==> src/rtl/score_pkg.sv <==
`default_nettype none
// ============================================================================
// Module      : score_pkg
// Description : Shared definitions for the melody score sequencer: score word
//               field positions, end-of-song and rest encodings, sequencer
//               state encoding and tempo select codes.
// Ports       : none (package)
// Revision    : 1.0 - initial release
// ============================================================================
package score_pkg;

    // Score word layout: {dur[15:12], code[11:0]}
    localparam int DUR_MSB  = 15;
    localparam int DUR_LSB  = 12;
    localparam int CODE_MSB = 11;
    localparam int CODE_LSB = 0;

    // A zero duration marks the end of the song; a zero code is a rest.
    localparam logic [3:0]  END_DUR   = 4'd0;
    localparam logic [11:0] REST_CODE = 12'h000;

    typedef enum logic [2:0] {
        ST_IDLE   = 3'd0,
        ST_FETCH  = 3'd1,
        ST_DECODE = 3'd2,
        ST_PLAY   = 3'd3,
        ST_PAUSED = 3'd4
    } state_t;

    localparam logic [1:0] TEMPO_NORMAL     = 2'b00;
    localparam logic [1:0] TEMPO_FAST       = 2'b01;
    localparam logic [1:0] TEMPO_SLOW       = 2'b10;
    localparam logic [1:0] TEMPO_NORMAL_ALT = 2'b11;

endpackage
`default_nettype wire

==> src/rtl/score_sequencer_if.sv <==
`default_nettype none
// ============================================================================
// Module      : score_sequencer_if
// Description : Bundle of playback commands, score RAM read bus and tone
//               outputs of the score sequencer.
//               master : sequencer side (drives RAM address and tone outputs)
//               slave  : environment side (commands, RAM data)
// Signals     : play/pause/stop pulses, loop_en, tempo_sel[1:0],
//               start_addr[ADDR_W], ram_re, ram_addr[ADDR_W], ram_data[16],
//               note_code[12], note_valid, busy, song_done
// Revision    : 1.0 - initial release
// ============================================================================
interface score_sequencer_if #(
    parameter int ADDR_W = 8
);
    logic              play;
    logic              pause;
    logic              stop;
    logic              loop_en;
    logic [1:0]        tempo_sel;
    logic [ADDR_W-1:0] start_addr;
    logic              ram_re;
    logic [ADDR_W-1:0] ram_addr;
    logic [15:0]       ram_data;
    logic [11:0]       note_code;
    logic              note_valid;
    logic              busy;
    logic              song_done;

    modport master (
        input  play, pause, stop, loop_en, tempo_sel, start_addr, ram_data,
        output ram_re, ram_addr, note_code, note_valid, busy, song_done
    );

    modport slave (
        output play, pause, stop, loop_en, tempo_sel, start_addr, ram_data,
        input  ram_re, ram_addr, note_code, note_valid, busy, song_done
    );
endinterface
`default_nettype wire

==> src/rtl/tempo_tick_gen.sv <==
`default_nettype none
// ============================================================================
// Module      : tempo_tick_gen
// Description : Down-counting tempo tick generator. Counts from period-1 to 0
//               and fires tick on the zero cycle, then reloads. The period is
//               chosen by tempo_sel at every reload, so a tempo change never
//               cuts the running period short.
// Ports       : sys_clk, rst_n (async, active low)
//               en        - advance the counter this cycle
//               clr       - reload with the current period (start of a note)
//               tempo_sel - 00/11 normal, 01 half period, 10 double period
//               tick      - one-cycle pulse when the counter wraps
//               tick_cnt  - current count, used for the articulation gap
// Revision    : 1.0 - initial release
// ============================================================================
module tempo_tick_gen
    import score_pkg::*;
#(
    parameter int TICK_DIV = 25000000,
    parameter int CNT_W    = $clog2(2 * TICK_DIV)
) (
    input  logic             sys_clk,
    input  logic             rst_n,
    input  logic             en,
    input  logic             clr,
    input  logic [1:0]       tempo_sel,
    output logic             tick,
    output logic [CNT_W-1:0] tick_cnt
);

    localparam logic [CNT_W-1:0] c_load_normal = CNT_W'(TICK_DIV - 1);
    localparam logic [CNT_W-1:0] c_load_fast   = CNT_W'(TICK_DIV / 2 - 1);
    localparam logic [CNT_W-1:0] c_load_slow   = CNT_W'(2 * TICK_DIV - 1);

    logic [CNT_W-1:0] r_cnt;
    logic [CNT_W-1:0] w_load;

    always_comb begin
        w_load = c_load_normal;
        case (tempo_sel)
            TEMPO_FAST: w_load = c_load_fast;
            TEMPO_SLOW: w_load = c_load_slow;
            default:    w_load = c_load_normal;
        endcase
    end

    always_ff @(posedge sys_clk or negedge rst_n) begin
        if (!rst_n) begin
            r_cnt <= '0;
        end else if (clr) begin
            r_cnt <= w_load;
        end else if (en) begin
            if (r_cnt == '0) begin
                r_cnt <= w_load;
            end else begin
                r_cnt <= r_cnt - CNT_W'(1);
            end
        end
    end

    assign tick     = en && (r_cnt == '0);
    assign tick_cnt = r_cnt;

endmodule
`default_nettype wire

==> src/rtl/score_sequencer.sv <==
`default_nettype none
// ============================================================================
// Module      : score_sequencer
// Description : Command-driven melody playback controller. Fetches note words
//               from the score RAM, holds each note for dur tempo ticks with a
//               short muted gap at the end, and supports play / pause / stop,
//               looping and three tempos.
// Ports       : sys_clk     - system clock
//               rst_n       - asynchronous active-low reset
//               bus.master  - commands, score RAM read bus, tone outputs
// Revision    : 1.0 - initial release
// ============================================================================
module score_sequencer
    import score_pkg::*;
#(
    parameter int CLK_HZ   = 100000000,
    parameter int TICK_HZ  = 4,
    parameter int TICK_DIV = CLK_HZ / TICK_HZ,
    parameter int ADDR_W   = 8,
    parameter int GAP_CYC  = 1250000
) (
    input  logic              sys_clk,
    input  logic              rst_n,
    score_sequencer_if.master bus
);

    localparam int CNT_W = $clog2(2 * TICK_DIV);

    state_t            r_state;
    state_t            w_state_nxt;
    logic [ADDR_W-1:0] r_ram_addr;
    logic [11:0]       r_note_code;
    logic [3:0]        r_remaining;

    logic              w_tick;
    logic              w_tick_en;
    logic              w_tick_clr;
    logic [CNT_W-1:0]  w_tick_cnt;
    logic [3:0]        w_dur;
    logic [11:0]       w_code;
    logic              w_last_tick;

    assign w_dur  = bus.ram_data[DUR_MSB:DUR_LSB];
    assign w_code = bus.ram_data[CODE_MSB:CODE_LSB];

    // A cycle carrying a pause or stop command does not advance the note,
    // so a resumed note plays exactly its remaining cycles.
    assign w_tick_en   = (r_state == ST_PLAY) && !bus.stop && !bus.pause;
    assign w_tick_clr  = (r_state == ST_DECODE);
    assign w_last_tick = w_tick && (r_remaining == 4'd1);

    tempo_tick_gen #(
        .TICK_DIV (TICK_DIV),
        .CNT_W    (CNT_W)
    ) u_tempo_tick_gen (
        .sys_clk   (sys_clk),
        .rst_n     (rst_n),
        .en        (w_tick_en),
        .clr       (w_tick_clr),
        .tempo_sel (bus.tempo_sel),
        .tick      (w_tick),
        .tick_cnt  (w_tick_cnt)
    );

    // State register
    always_ff @(posedge sys_clk or negedge rst_n) begin
        if (!rst_n) begin
            r_state <= ST_IDLE;
        end else begin
            r_state <= w_state_nxt;
        end
    end

    // Next-state logic; command priority is stop > pause > play
    always_comb begin
        w_state_nxt = r_state;
        case (r_state)
            ST_IDLE: begin
                if (bus.play) w_state_nxt = ST_FETCH;
            end
            ST_FETCH: begin
                w_state_nxt = bus.stop ? ST_IDLE : ST_DECODE;
            end
            ST_DECODE: begin
                if (bus.stop) begin
                    w_state_nxt = ST_IDLE;
                end else if (w_dur == END_DUR) begin
                    w_state_nxt = bus.loop_en ? ST_FETCH : ST_IDLE;
                end else begin
                    w_state_nxt = ST_PLAY;
                end
            end
            ST_PLAY: begin
                if (bus.stop) begin
                    w_state_nxt = ST_IDLE;
                end else if (bus.pause) begin
                    w_state_nxt = ST_PAUSED;
                end else if (w_last_tick) begin
                    w_state_nxt = ST_FETCH;
                end
            end
            ST_PAUSED: begin
                if (bus.stop) begin
                    w_state_nxt = ST_IDLE;
                end else if (bus.pause || bus.play) begin
                    w_state_nxt = ST_PLAY;
                end
            end
            default: w_state_nxt = ST_IDLE;
        endcase
    end

    // Address, note and duration registers
    always_ff @(posedge sys_clk or negedge rst_n) begin
        if (!rst_n) begin
            r_ram_addr  <= '0;
            r_note_code <= '0;
            r_remaining <= '0;
        end else begin
            case (r_state)
                ST_IDLE: begin
                    if (bus.play) r_ram_addr <= bus.start_addr;
                end
                ST_DECODE: begin
                    if (!bus.stop) begin
                        if (w_dur == END_DUR) begin
                            if (bus.loop_en) r_ram_addr <= bus.start_addr;
                        end else begin
                            r_note_code <= w_code;
                            r_remaining <= w_dur;
                        end
                    end
                end
                ST_PLAY: begin
                    if (w_tick) begin
                        r_remaining <= r_remaining - 4'd1;
                        // Address wraps naturally at 2^ADDR_W
                        if (w_last_tick) r_ram_addr <= r_ram_addr + ADDR_W'(1);
                    end
                end
                default: ;
            endcase
        end
    end

    // Outputs
    always_comb begin
        bus.ram_re     = (r_state == ST_FETCH);
        bus.ram_addr   = r_ram_addr;
        bus.note_code  = r_note_code;
        bus.busy       = (r_state != ST_IDLE);
        bus.song_done  = (r_state == ST_DECODE) && (w_dur == END_DUR);
        // Mute during the last GAP_CYC cycles of the final tick so that
        // repeated notes are heard as separate notes.
        bus.note_valid = (r_state == ST_PLAY) && (r_note_code != REST_CODE) &&
                         !((r_remaining == 4'd1) && (w_tick_cnt < CNT_W'(GAP_CYC)));
    end

endmodule
`default_nettype wire

==> src/flat_wrapper.sv <==
// flat-port wrapper written by rule: the top's interface ports become plain ports
module score_sequencer_flat import score_pkg::*;
#(
    parameter int CLK_HZ   = 100000000,
    parameter int TICK_HZ  = 4,
    parameter int TICK_DIV = CLK_HZ / TICK_HZ,
    parameter int ADDR_W   = 8,
    parameter int GAP_CYC  = 1250000
)
  (sys_clk, rst_n, bus_play, bus_pause, bus_stop, bus_loop_en, bus_tempo_sel, bus_start_addr, bus_ram_data, bus_ram_re, bus_ram_addr, bus_note_code, bus_note_valid, bus_busy, bus_song_done);
  score_sequencer_if #(.ADDR_W(ADDR_W)) bus_i ();
  input  logic sys_clk;
  input  logic rst_n;
  input wire logic [$bits(bus_i.play)-1:0] bus_play;
  input wire logic [$bits(bus_i.pause)-1:0] bus_pause;
  input wire logic [$bits(bus_i.stop)-1:0] bus_stop;
  input wire logic [$bits(bus_i.loop_en)-1:0] bus_loop_en;
  input wire logic [$bits(bus_i.tempo_sel)-1:0] bus_tempo_sel;
  input wire logic [$bits(bus_i.start_addr)-1:0] bus_start_addr;
  input wire logic [$bits(bus_i.ram_data)-1:0] bus_ram_data;
  output wire logic [$bits(bus_i.ram_re)-1:0] bus_ram_re;
  output wire logic [$bits(bus_i.ram_addr)-1:0] bus_ram_addr;
  output wire logic [$bits(bus_i.note_code)-1:0] bus_note_code;
  output wire logic [$bits(bus_i.note_valid)-1:0] bus_note_valid;
  output wire logic [$bits(bus_i.busy)-1:0] bus_busy;
  output wire logic [$bits(bus_i.song_done)-1:0] bus_song_done;
  assign bus_i.play = bus_play;
  assign bus_i.pause = bus_pause;
  assign bus_i.stop = bus_stop;
  assign bus_i.loop_en = bus_loop_en;
  assign bus_i.tempo_sel = bus_tempo_sel;
  assign bus_i.start_addr = bus_start_addr;
  assign bus_i.ram_data = bus_ram_data;
  assign bus_ram_re = bus_i.ram_re;
  assign bus_ram_addr = bus_i.ram_addr;
  assign bus_note_code = bus_i.note_code;
  assign bus_note_valid = bus_i.note_valid;
  assign bus_busy = bus_i.busy;
  assign bus_song_done = bus_i.song_done;
  score_sequencer #(.CLK_HZ(CLK_HZ), .TICK_HZ(TICK_HZ), .TICK_DIV(TICK_DIV), .ADDR_W(ADDR_W), .GAP_CYC(GAP_CYC)) u_core (.sys_clk(sys_clk), .rst_n(rst_n), .bus(bus_i));
endmodule
==> config.mk <==
export PLATFORM = sky130hd
export DESIGN_NAME = score_sequencer_flat
export DESIGN_NICKNAME = d
export VERILOG_FILES = /design/src/rtl/score_pkg.sv /design/src/rtl/score_sequencer_if.sv /design/src/rtl/tempo_tick_gen.sv /design/src/rtl/score_sequencer.sv /design/src/flat_wrapper.sv
export SDC_FILE = /design/constraint.sdc
export NUM_CORES = 1
export LEC_CHECK = 0
export ABC_AREA = 1
export CAP_MARGIN = 20
export CORE_MARGIN = 3
export CORE_UTILIZATION = 54
export DETAILED_ROUTE_END_ITERATION = 8
export PLACE_DENSITY = 0.9
export SETUP_SLACK_MARGIN = 0.15
export SYNTH_ARGS = -nofsm -noshare
export SYNTH_HDL_FRONTEND = slang
export SYNTH_SLANG_ARGS = --single-unit
export TNS_END_PERCENT = 1
==> constraint.sdc <==
create_clock -name sys_clk -period 2.1 [get_ports sys_clk]
set_input_delay 0.315 -clock sys_clk [delete_from_list [all_inputs] [get_ports sys_clk]]
set_output_delay 0.315 -clock sys_clk [all_outputs]
set_load 0.03 [all_outputs]
==> results of run 1 <==
-- through the flow --
step           setup WS (ns)  instance area (um^2)   util
3_3_place_gp           0.176                  4170  0.684
6_report               0.137                  4340  0.712
5_1_grt               0.0145                  4340  0.712
3_5_place_dp           0.128                  4170  0.684
4_1_cts               0.0474                  4270  0.701
2_1_floorplan          0.429                  3510      -
-- report_power, final --
part / internal, mW / switching [mW] / leakage [nW]
registers: 1.51 / 0.576 / 0.648
logic: 1.43 / 2.09 / 1.40
clock network: 0.244 / 0.371 / 0.0487
total: 3.18 / 3.03 / 2.10
-- registers in the layout, indices dropped and copies added (netlist names) --
signal	flops
u_core.bus.note_code	12
u_core.bus.ram_addr	8
u_core.r_remaining	4
u_core.r_state	3
u_core.u_tempo_tick_gen.tick_cnt	26
-- worst register-to-register path: cells and delay by family (launching register included) --
| kind | cells | cell delay, ns |
|---|---|---|
| DFF | 1 | 0.39 |
| buffers and inverters | 2 | 0.31 |
| and+or+nand+nor | 7 | 0.94 |
| adders and majority gates | 1 | 0.22 |
-- cells in the mapped netlist, drive strengths merged --
library cell,number
a21boi,1
o31ai,1
or2,1
nor4,4
nand3,39
nand2,139
nand4,23
nor2,68
o21ai,28
nor3,5
o211ai,1
inv,48
a221oi,1
a21oi,8
a31oi,1
ha,8
buf,10
xor2,12
xnor2,4
a31o,1
dfrtp,53
mux2,12
-- cells by family (layout without fill, tap and decap cells) --
kind of cell	after synthesis	count (layout)	share of synthesized area
and+or+nand+nor	279	279	0.363
buffers and inverters	58	132	0.0724
DFF	53	53	0.378
AOI/OAI and AO/OA	42	42	0.0688
xor gates and xnor gates	16	16	0.0399
muxes	12	12	0.0492
adders and majority gates	8	8	0.0285
-- final timing paths --
kind	start	end	slack (ns)	cells past startpoint
min reg2reg	u_core.r_remaining[3]	u_core.r_remaining[3]	0.48	2
max in group asynchronous	rst_n	u_core.u_tempo_tick_gen.tick_cnt[6]	1.22	3
min in group sys_clk	u_core.r_remaining[3]	u_core.r_remaining[3]	0.48	2
max	u_core.u_tempo_tick_gen.tick_cnt[22]	bus_note_valid	0.14	5
min	rst_n	u_core.u_tempo_tick_gen.tick_cnt[5]	0.39	2
max reg2reg	u_core.u_tempo_tick_gen.tick_cnt[0]	u_core.u_tempo_tick_gen.tick_cnt[13]	0.18	10
-- timing repair --
item	in CTS	in global routing
pin swaps	0	1
hold buffers	1	0
hold endpoints to repair	8	0
resized for setup	1	6
setup endpoints to repair	3	18
buffers inserted	0	7
-- layer usage --
layer	vias up	track usage	wire, um	share of wire
met1	1558	0.347	3890	0.45
met2	150	0.376	3970	0.46
met5	-	0	0	0
met3	17	0.0380	641	0.074
met4	0	0.0779	158	0.018
li1	1668	-	-	-
-- final cells by class --
cell class,instances,area share
Inverter,48,0.0415
Multi-Input combinational cell,357,0.447
Clock buffer,5,0.0159
Timing Repair Buffer,76,0.162
Clock inverter,3,0.00606
Tap cell,75,0.0216
Sequential cell,53,0.306
==> qor.csv, run 1 <==
metric,value,unit
grt_start_max_net_pins,22,
synthCells,468,
cts_tree,done,
fin_crit,1.96,ns
fmax,509,MHz
place.detailed.hpwl,6650,um
relSlewSlack,0.754,
nets,581,
synth_top_area_share,0.378,
dr.first_iter.drc_count,324,
dp.cells,601,
worstSetupStartpointType,register,
multiInputGateArea,1940,um^2
cp_top_family,simple AND/OR/NAND/NOR gates,
setup_violations,0,
clock_latency,0.31,ns
ff_latch_area,1330,um^2
antenna_found_initial,0,
setup_tns,0,ns
synth_nets,508,
route.detailed.drc,0,
cp_max_fo,4,
clkSlewWorstSetupHoldPaths,0.10,ns
ys_seq_area_frac,0.378,
dieWidth,86.6,um
clock-sinks,53,
critical_path_required,1.78,ns
place_congestion,1.01,
ys_types,36,
firstDrtPassIters,8,
drv_slew,0,
cts_buffers,5,
rsz0062_at_grt,true,
synth_area_leaders,"dfrtp_1 38%, nand2_1 14%, nor2_1 6.0%",
final_cell_mix,"131 x nand2_1, 56 x nor2_1, 51 x dfrtp_1",
fin_crit_sh,0.935,
tightest_slew,0.368,ns
port_buffers,55,
power,6.21,mW
antenna_left,0,
detail_route.wl_per_cell,14.0,um
p_leak,2.10,nW
drv_cap,0,
path_class,reg2out,
route.vias.total,3393,
grt-ovfl-total,0,
initial_core_util,0.576,
cp_slowest_cell,dfrtp_1,
die_h,86.6,um
final_cells,617,
grt_pass1_wl,14700,um
area_growth,23.6,%
htree_levels,2,
ios,56,
synth_top_area_cell,dfrtp_1,
max_stage_delay,0.47,ns
finalClockSkew,0.00751,ns
layout_commonest_cell,nand2_1,
ys_warn_count,0,
n_antenna_cell,0,
coreArea,6100,um^2
holdWs,0.385,ns
syn_area,3510,um^2
vdd_drop_max,0.00114,V
std_cell_rows,28,
clock_path_buffers,2,
grt_pass1_vias,3193,
layout-drive-gt1-share,0.138,
vias_per_cell,5.50,
synth-seq-cells,53,
die_area,7500,um^2
final.fill_count,476,
hp-class,in2async,
hold_viol_final,0,
worst-path-buf-inv,1,
gr-usage-all-layers,0.242,
outcome,"finished, final reports clean",
root_buffer,clkbuf_8,
critPathCaptureType,output pin,
avgSynthCellArea,7.50,um^2
crit_chain,"nor2_2, nand2_1, nor4_2, a21oi_2, buf_4",
cp.arrival,1.65,ns
wl,8670,um
power_density,1430,nW/um^2
(Power assumes the default switching activity.)
==> run 2: changes to the inputs <==
HOLD_SLACK_MARGIN = 0.08   (was not set)
==> results of run 2 <==
Final layout, timing and power as in run 1 (identical DEF).
